## src/rtl/wb_bus_arbiter.sv

```systemverilog
// Round-robin arbiter and registered output stage for the shared physical-register-file
// writeback / complete bus. One requester is granted per cycle; its beat appears one cycle later.
module wb_bus_arbiter #(
    parameter int NUM_REQ         = 4,
    parameter int PHYS_REG_WIDTH  = 6,
    parameter int WORD_WIDTH      = 32,
    parameter int ROB_INDEX_WIDTH = 5
) (
    input  logic                                  CLK,
    input  logic                                  nRST,
    input  logic [NUM_REQ-1:0]                    req_valid,
    output logic [NUM_REQ-1:0]                    req_ready,
    input  logic [NUM_REQ*PHYS_REG_WIDTH-1:0]     req_phys_reg_tag,
    input  logic [NUM_REQ*WORD_WIDTH-1:0]         req_data,
    input  logic [NUM_REQ*ROB_INDEX_WIDTH-1:0]    req_ROB_index,
    input  logic                                  wb_ready,
    input  logic                                  flush,
    output logic                                  wb_valid,
    output logic [PHYS_REG_WIDTH-1:0]             wb_phys_reg_tag,
    output logic [WORD_WIDTH-1:0]                 wb_data,
    output logic [ROB_INDEX_WIDTH-1:0]            wb_ROB_index,
    output logic [$clog2(NUM_REQ)-1:0]            wb_source
);

    localparam int SRC_WIDTH = $clog2(NUM_REQ);

    logic [SRC_WIDTH-1:0]       r_rr_ptr;
    logic                       r_wb_valid;
    logic [PHYS_REG_WIDTH-1:0]  r_wb_tag;
    logic [WORD_WIDTH-1:0]      r_wb_data;
    logic [ROB_INDEX_WIDTH-1:0] r_wb_rob;
    logic [SRC_WIDTH-1:0]       r_wb_source;

    logic                       w_out_free;
    logic                       w_arb_en;
    logic                       w_grant_any;
    logic [SRC_WIDTH-1:0]       w_grant_idx;
    int                         w_best_dist;
    logic [PHYS_REG_WIDTH-1:0]  w_sel_tag;
    logic [WORD_WIDTH-1:0]      w_sel_data;
    logic [ROB_INDEX_WIDTH-1:0] w_sel_rob;
    logic [SRC_WIDTH-1:0]       w_next_ptr;

    // Distance of requester idx from the current priority holder, walking upward with wrap.
    // Plain compare-and-add keeps this correct when NUM_REQ is not a power of two.
    function automatic int rr_distance(input int idx, input int ptr);
        return (idx >= ptr) ? (idx - ptr) : (idx + NUM_REQ - ptr);
    endfunction

    assign w_out_free = !r_wb_valid || wb_ready;
    assign w_arb_en   = nRST && w_out_free && !flush;

    // NOTE: every variable gets a default before the loop so no path leaves it unassigned,
    // which would otherwise infer a latch.
    always_comb begin
        w_grant_any = 1'b0;
        w_grant_idx = '0;
        w_best_dist = NUM_REQ;
        for (int i = 0; i < NUM_REQ; i++) begin
            if (w_arb_en && req_valid[i] && (rr_distance(i, int'(r_rr_ptr)) < w_best_dist)) begin
                w_grant_any = 1'b1;
                w_grant_idx = SRC_WIDTH'(i);
                w_best_dist = rr_distance(i, int'(r_rr_ptr));
            end
        end
    end

    // One-hot grant vector and payload mux for the winning requester.
    always_comb begin
        req_ready  = '0;
        w_sel_tag  = '0;
        w_sel_data = '0;
        w_sel_rob  = '0;
        for (int i = 0; i < NUM_REQ; i++) begin
            if (w_grant_any && (w_grant_idx == SRC_WIDTH'(i))) begin
                req_ready[i] = 1'b1;
                w_sel_tag    = req_phys_reg_tag[i*PHYS_REG_WIDTH +: PHYS_REG_WIDTH];
                w_sel_data   = req_data[i*WORD_WIDTH +: WORD_WIDTH];
                w_sel_rob    = req_ROB_index[i*ROB_INDEX_WIDTH +: ROB_INDEX_WIDTH];
            end
        end
    end

    assign w_next_ptr = (w_grant_idx == SRC_WIDTH'(NUM_REQ - 1)) ? '0
                                                                 : (w_grant_idx + SRC_WIDTH'(1));

    // NOTE: sequential state uses non-blocking assignments so every register samples
    // the pre-edge values regardless of statement order.
    always_ff @(posedge CLK or negedge nRST) begin
        if (!nRST) begin
            r_rr_ptr <= '0;
        end else if (w_grant_any) begin
            r_rr_ptr <= w_next_ptr;
        end
    end

    // Flush wins over a waiting beat; a stalled beat (valid & !wb_ready) holds everything.
    always_ff @(posedge CLK or negedge nRST) begin
        if (!nRST) begin
            r_wb_valid  <= 1'b0;
            r_wb_tag    <= '0;
            r_wb_data   <= '0;
            r_wb_rob    <= '0;
            r_wb_source <= '0;
        end else if (flush) begin
            r_wb_valid  <= 1'b0;
        end else if (w_grant_any) begin
            r_wb_valid  <= 1'b1;
            r_wb_tag    <= w_sel_tag;
            r_wb_data   <= w_sel_data;
            r_wb_rob    <= w_sel_rob;
            r_wb_source <= w_grant_idx;
        end else if (w_out_free) begin
            r_wb_valid  <= 1'b0;
        end
    end

    assign wb_valid        = r_wb_valid;
    assign wb_phys_reg_tag = r_wb_tag;
    assign wb_data         = r_wb_data;
    assign wb_ROB_index    = r_wb_rob;
    assign wb_source       = r_wb_source;

    a_ready_onehot0: assert property (@(posedge CLK) disable iff (!nRST) $onehot0(req_ready));

    a_valid_needs_grant: assert property (@(posedge CLK) disable iff (!nRST)
        $rose(r_wb_valid) |-> $past(w_grant_any));

endmodule

```

## config.mk

```make
export PLATFORM = sky130hd
export DESIGN_NAME = wb_bus_arbiter
export DESIGN_NICKNAME = d
export VERILOG_FILES = /design/src/rtl/wb_bus_arbiter.sv
export SDC_FILE = /design/constraint.sdc
export NUM_CORES = 1
export LEC_CHECK = 0
export CAP_MARGIN = 30
export CORE_ASPECT_RATIO = 0.8
export CORE_MARGIN = 5
export CORE_UTILIZATION = 55
export CTS_CLUSTER_DIAMETER = 30
export DETAILED_ROUTE_END_ITERATION = 10
export DONT_BUFFER_PORTS = 1
export PLACE_DENSITY = 0.7
export SYNTH_ARGS = -nofsm -noshare
export SYNTH_HDL_FRONTEND = slang
export SYNTH_SLANG_ARGS = --single-unit
export TNS_END_PERCENT = 10
```

## constraint.sdc

```tcl
create_clock -name CLK -period 7.4 [get_ports CLK]
set_input_delay 1.11 -clock CLK [delete_from_list [all_inputs] [get_ports CLK]]
set_output_delay 1.11 -clock CLK [all_outputs]
set_load 0.02 [all_outputs]
```

==> results by group <==
Timing
  – Worst-Margin Slew: 748 ps
  – Final setup fails: 0
  – Setup TNS: 0 ps
  – Max frequency: approximately 140 MHz
  – Setup ws final: 426 ps
  – Period utilization: 0.942
  – RSZ-0062 raised after global routing: false
  – Endpoints failing hold: 0
  – Max-slew violation count: 0
  – Min Clock Period, post-route: roughly 7000 ps
  – Clock skew: 11.4 ps
  – Max_slew headroom: 0.501

Critical path
  – Bufs and invs on worst path: 1
  – R2R depth: 27
  – Critical path type: input port to primary output
  – Worst reg2reg endpoint: wb_ROB_index[2]
  – Crit-path cells: nand2b_2, and3b_1, nand2_1, inv_1, ha_1, a21bo_2, a21oi_1, nor3b_1, nand2_1, o31a_1, ha_1, nor3b_2, a211oi_2, or3_1, o21ai_0, ha_1, nor2_1, or3_1, or2_4, a21oi_1, ha_1, and2_1
  – Worst R2R Setup Slack: about 1000 ps
  – CP Capture Type: primary output
  – Slowest stage delay, CP: between 500 and 600 ps
  – Critical path data arrival time: ~5900 ps
  – CP top delay family: simple AND/OR/NAND/NOR gates
  – CP max FO: 7
  – CP required: approximately 6300 ps
  – Reg2reg start: wb_valid
  – Cell with the most instances on the worst path: ha_1
  – Critical Path Source Type: input port
  – Critical path's slowest cell: or3_1

CTS
  – CTS root buf: clkbuf_8
  – CTS tree: done
  – # resized after CTS: 0
  – # Post-CTS Setup Buffers: 0
  – CTS sink count: 48
  – Clock Latency Late Sink: between 300 and 400 ps
  – Number of buffers created by CTS: 5
  – H-Tree Depth: 2
  – Clock transition at path regs: 100 ps
  – Hold buffers post-CTS: 0
  – Clock Path Buffers: 2

Run status
  – Status: completed

Die
  – Die ar.: 0.00843 mm²
  – # IOs: 230
  – Die height: just over 80 µm
  – Row cnt: 26
  – Die X: 101 µm
  – Core box area: roughly 0.0064 mm²
  – Initial Util: 0.571

Placement
  – Gpl congestion: 0.872
  – # placed instances: about 440
  – Post-DP Area: 0.00366 mm²
  – Setup Slack @ Placement: ~330 ps
  – HPWL Detailed: 9110 µm
  – Input/output buffers: 0

Final layout
  – # nets final: 555
  – Layout Area Growth over Synthesis: 2.18%
  – Layout Cells excl Fill: 450
  – Finished Cell Area: 0.00376 mm²
  – Layout cells sized above 1: 0.0984
  – N_diodes: 0
  – Filler cells: approximately 570

Run
  – Max Cap Viol: 0

Global route
  – Total gr overflow: 0
  – Initial antenna violation count: 0
  – Largest net degree at the start of global routing: a little under 90
  – Gr usage total: 0.275
  – Vias in the first global route: around 3,400
  – First-pass GRT wire length: about 19,000 µm

Routing
  – Wire per inst: about 27 µm
  – DRT antenna net count: 0
  – Final wirelength: ~12,000 µm
  – Initial DRC Count: 166
  – DR vias/cell: between 7 and 8
  – TritonRoute pass-1 iters: 4
  – DRC: 0
  – Via Count: 3,426

Power and ir drop
  – VDD IR max: between 0.0001 and 0.00015 V
  – Leak Pwr: ~1.3 nW
  – PD cells: a little under 300 mW/mm²

Logic synthesis
  – Syn_nets: 580
  – Post-synth EDFFs: 0
  – Synthesized area: between 0.003 and 0.004 mm²
  – Most common cell in the netlist: nor2_1
  – Unique cell type count in the Yosys netlist: 43
  – Synth Instances: a little under 400
  – Ys Warns: 0
  – Async S/R FF share, synth: 1.00
  – Synth area leaders: dfrtp_1 33%, a221oi_1 10%, a32oi_1 10%
  – Synth Register Bits: 48
  – Leading area contributor after synthesis: dfrtp_1
  – Synth top cells by count: 49 x nor2_1, 48 x dfrtp_1, 44 x nor2b_1
  – Sequential cell area fraction in the yosys report: 0.327
  – Syn Area/Cell: about 9.4 µm²
  – Top cell type's share of synthesized area: 0.327
  – Most used DFF post-synth: dfrtp_1

Worst hold path
  – Hold/Removal Path Class: input port to async pin
-- cell type report --
type                    instances  area (µm²)  share of cell area
inverters                       5        18.8             0.00499
clock buffers                   6        82.6              0.0220
well taps                      84         105              0.0280
multi-input cells             296        2250               0.599
clock inverters                 2        13.8             0.00366
flip-flops and latches         48        1200               0.320
repair buffers                  9        87.6              0.0233
-- kinds of logic (layout without fill, tap and decap cells) --
logic type,after synthesis,count (layout),synth area share
flip-flops,48,48,0.327
AND/OR/NAND/NOR,129,129,0.193
adder cells (fa/ha/maj),10,10,0.0340
AO/OA/AOI/OAI,157,157,0.376
buffers and inverters,46,22,0.0708
-- per-stage QoR --
stage / hold WS (ps) / power [mW] / util
global route: 465 / 1.16 / 0.584
CTS: 479 / 1.10 / 0.584
global placement: 624 / 0.913 / 0.564
detailed placement: 629 / 0.928 / 0.569
floorplan: 590 / 0.829 / -
finish: 483 / 1.10 / 0.584
-- worst max path at each step --
stage	start	end	slack [ps]	cells after the start
5_1_grt	wb_ready	req_ready[0]	140	23
2_1_floorplan	wb_ready	req_ready[3]	310	26
3_3_place_gp	wb_ready	wb_data[10]	480	26
6_report	wb_ready	req_ready[0]	430	22
3_5_place_dp	wb_ready	wb_ROB_index[2]	330	27
4_1_cts	wb_ready	req_ready[0]	450	22
-- metal layers --
metal	wire length [µm]	vias to the layer above	GRT usage	share of wire
met5	0	-	0	0
met4	294	0	0.0713	0.024
met3	1240	26	0.0863	0.10
met2	5870	184	0.447	0.48
met1	4830	1685	0.354	0.39
li1	-	1531	-	-
-- registers in the layout, summed over array words and instances (netlist names) --
register and count:
wb_data 32, wb_phys_reg_tag 6, wb_ROB_index 5, wb_valid 1, r_rr_ptr 2, wb_source 2
-- cells in the final DEF (no fill, tap or decap), types with 2 or more instances in the layout --
master and n:
a211o_1 2, a211oi_4 2, a21boi_4 2, a21oi_1 5
a221oi_1 43, a32oi_1 43, and2_1 5, and3b_1 2
buf_4 8, clkbuf_8 6, dfrtp_1 48, ha_1 9
inv_1 5, nand2_1 10, nor2_1 49, nor2_2 2
nor2b_1 44, nor3_1 3, o21ai_0 3, o21ai_1 4
o32ai_1 43, or3_1 2
-- report_power, final --
part	internal, mW	switching [mW]	total, mW
clock network	0.0767	0.0973	0.174
registers	0.358	0.209	0.567
logic	0.145	0.210	0.355
-- worst register-to-register path, stage by stage (launching register included) --
cell      delay [ps]
dfrtp_1          480
nand2b_2         130
and3b_1          190
nand2_1          170
inv_1             70
ha_1             180
a21bo_2          240
a21oi_1           50
nor3b_1          320
nand2_1           90
o31a_1           130
ha_1             230
nor3b_2          260
a211oi_2         130
or3_1            540
o21ai_0          230
ha_1             280
nor2_1            70
or3_1            340
or2_4            300
a21oi_1          270
inv_1             80
ha_2             180
buf_4            350
a211oi_4         310
buf_4            340
a221oi_1         130
o32ai_1          180
No activity file was read; power rests on OpenSTA's default activity.
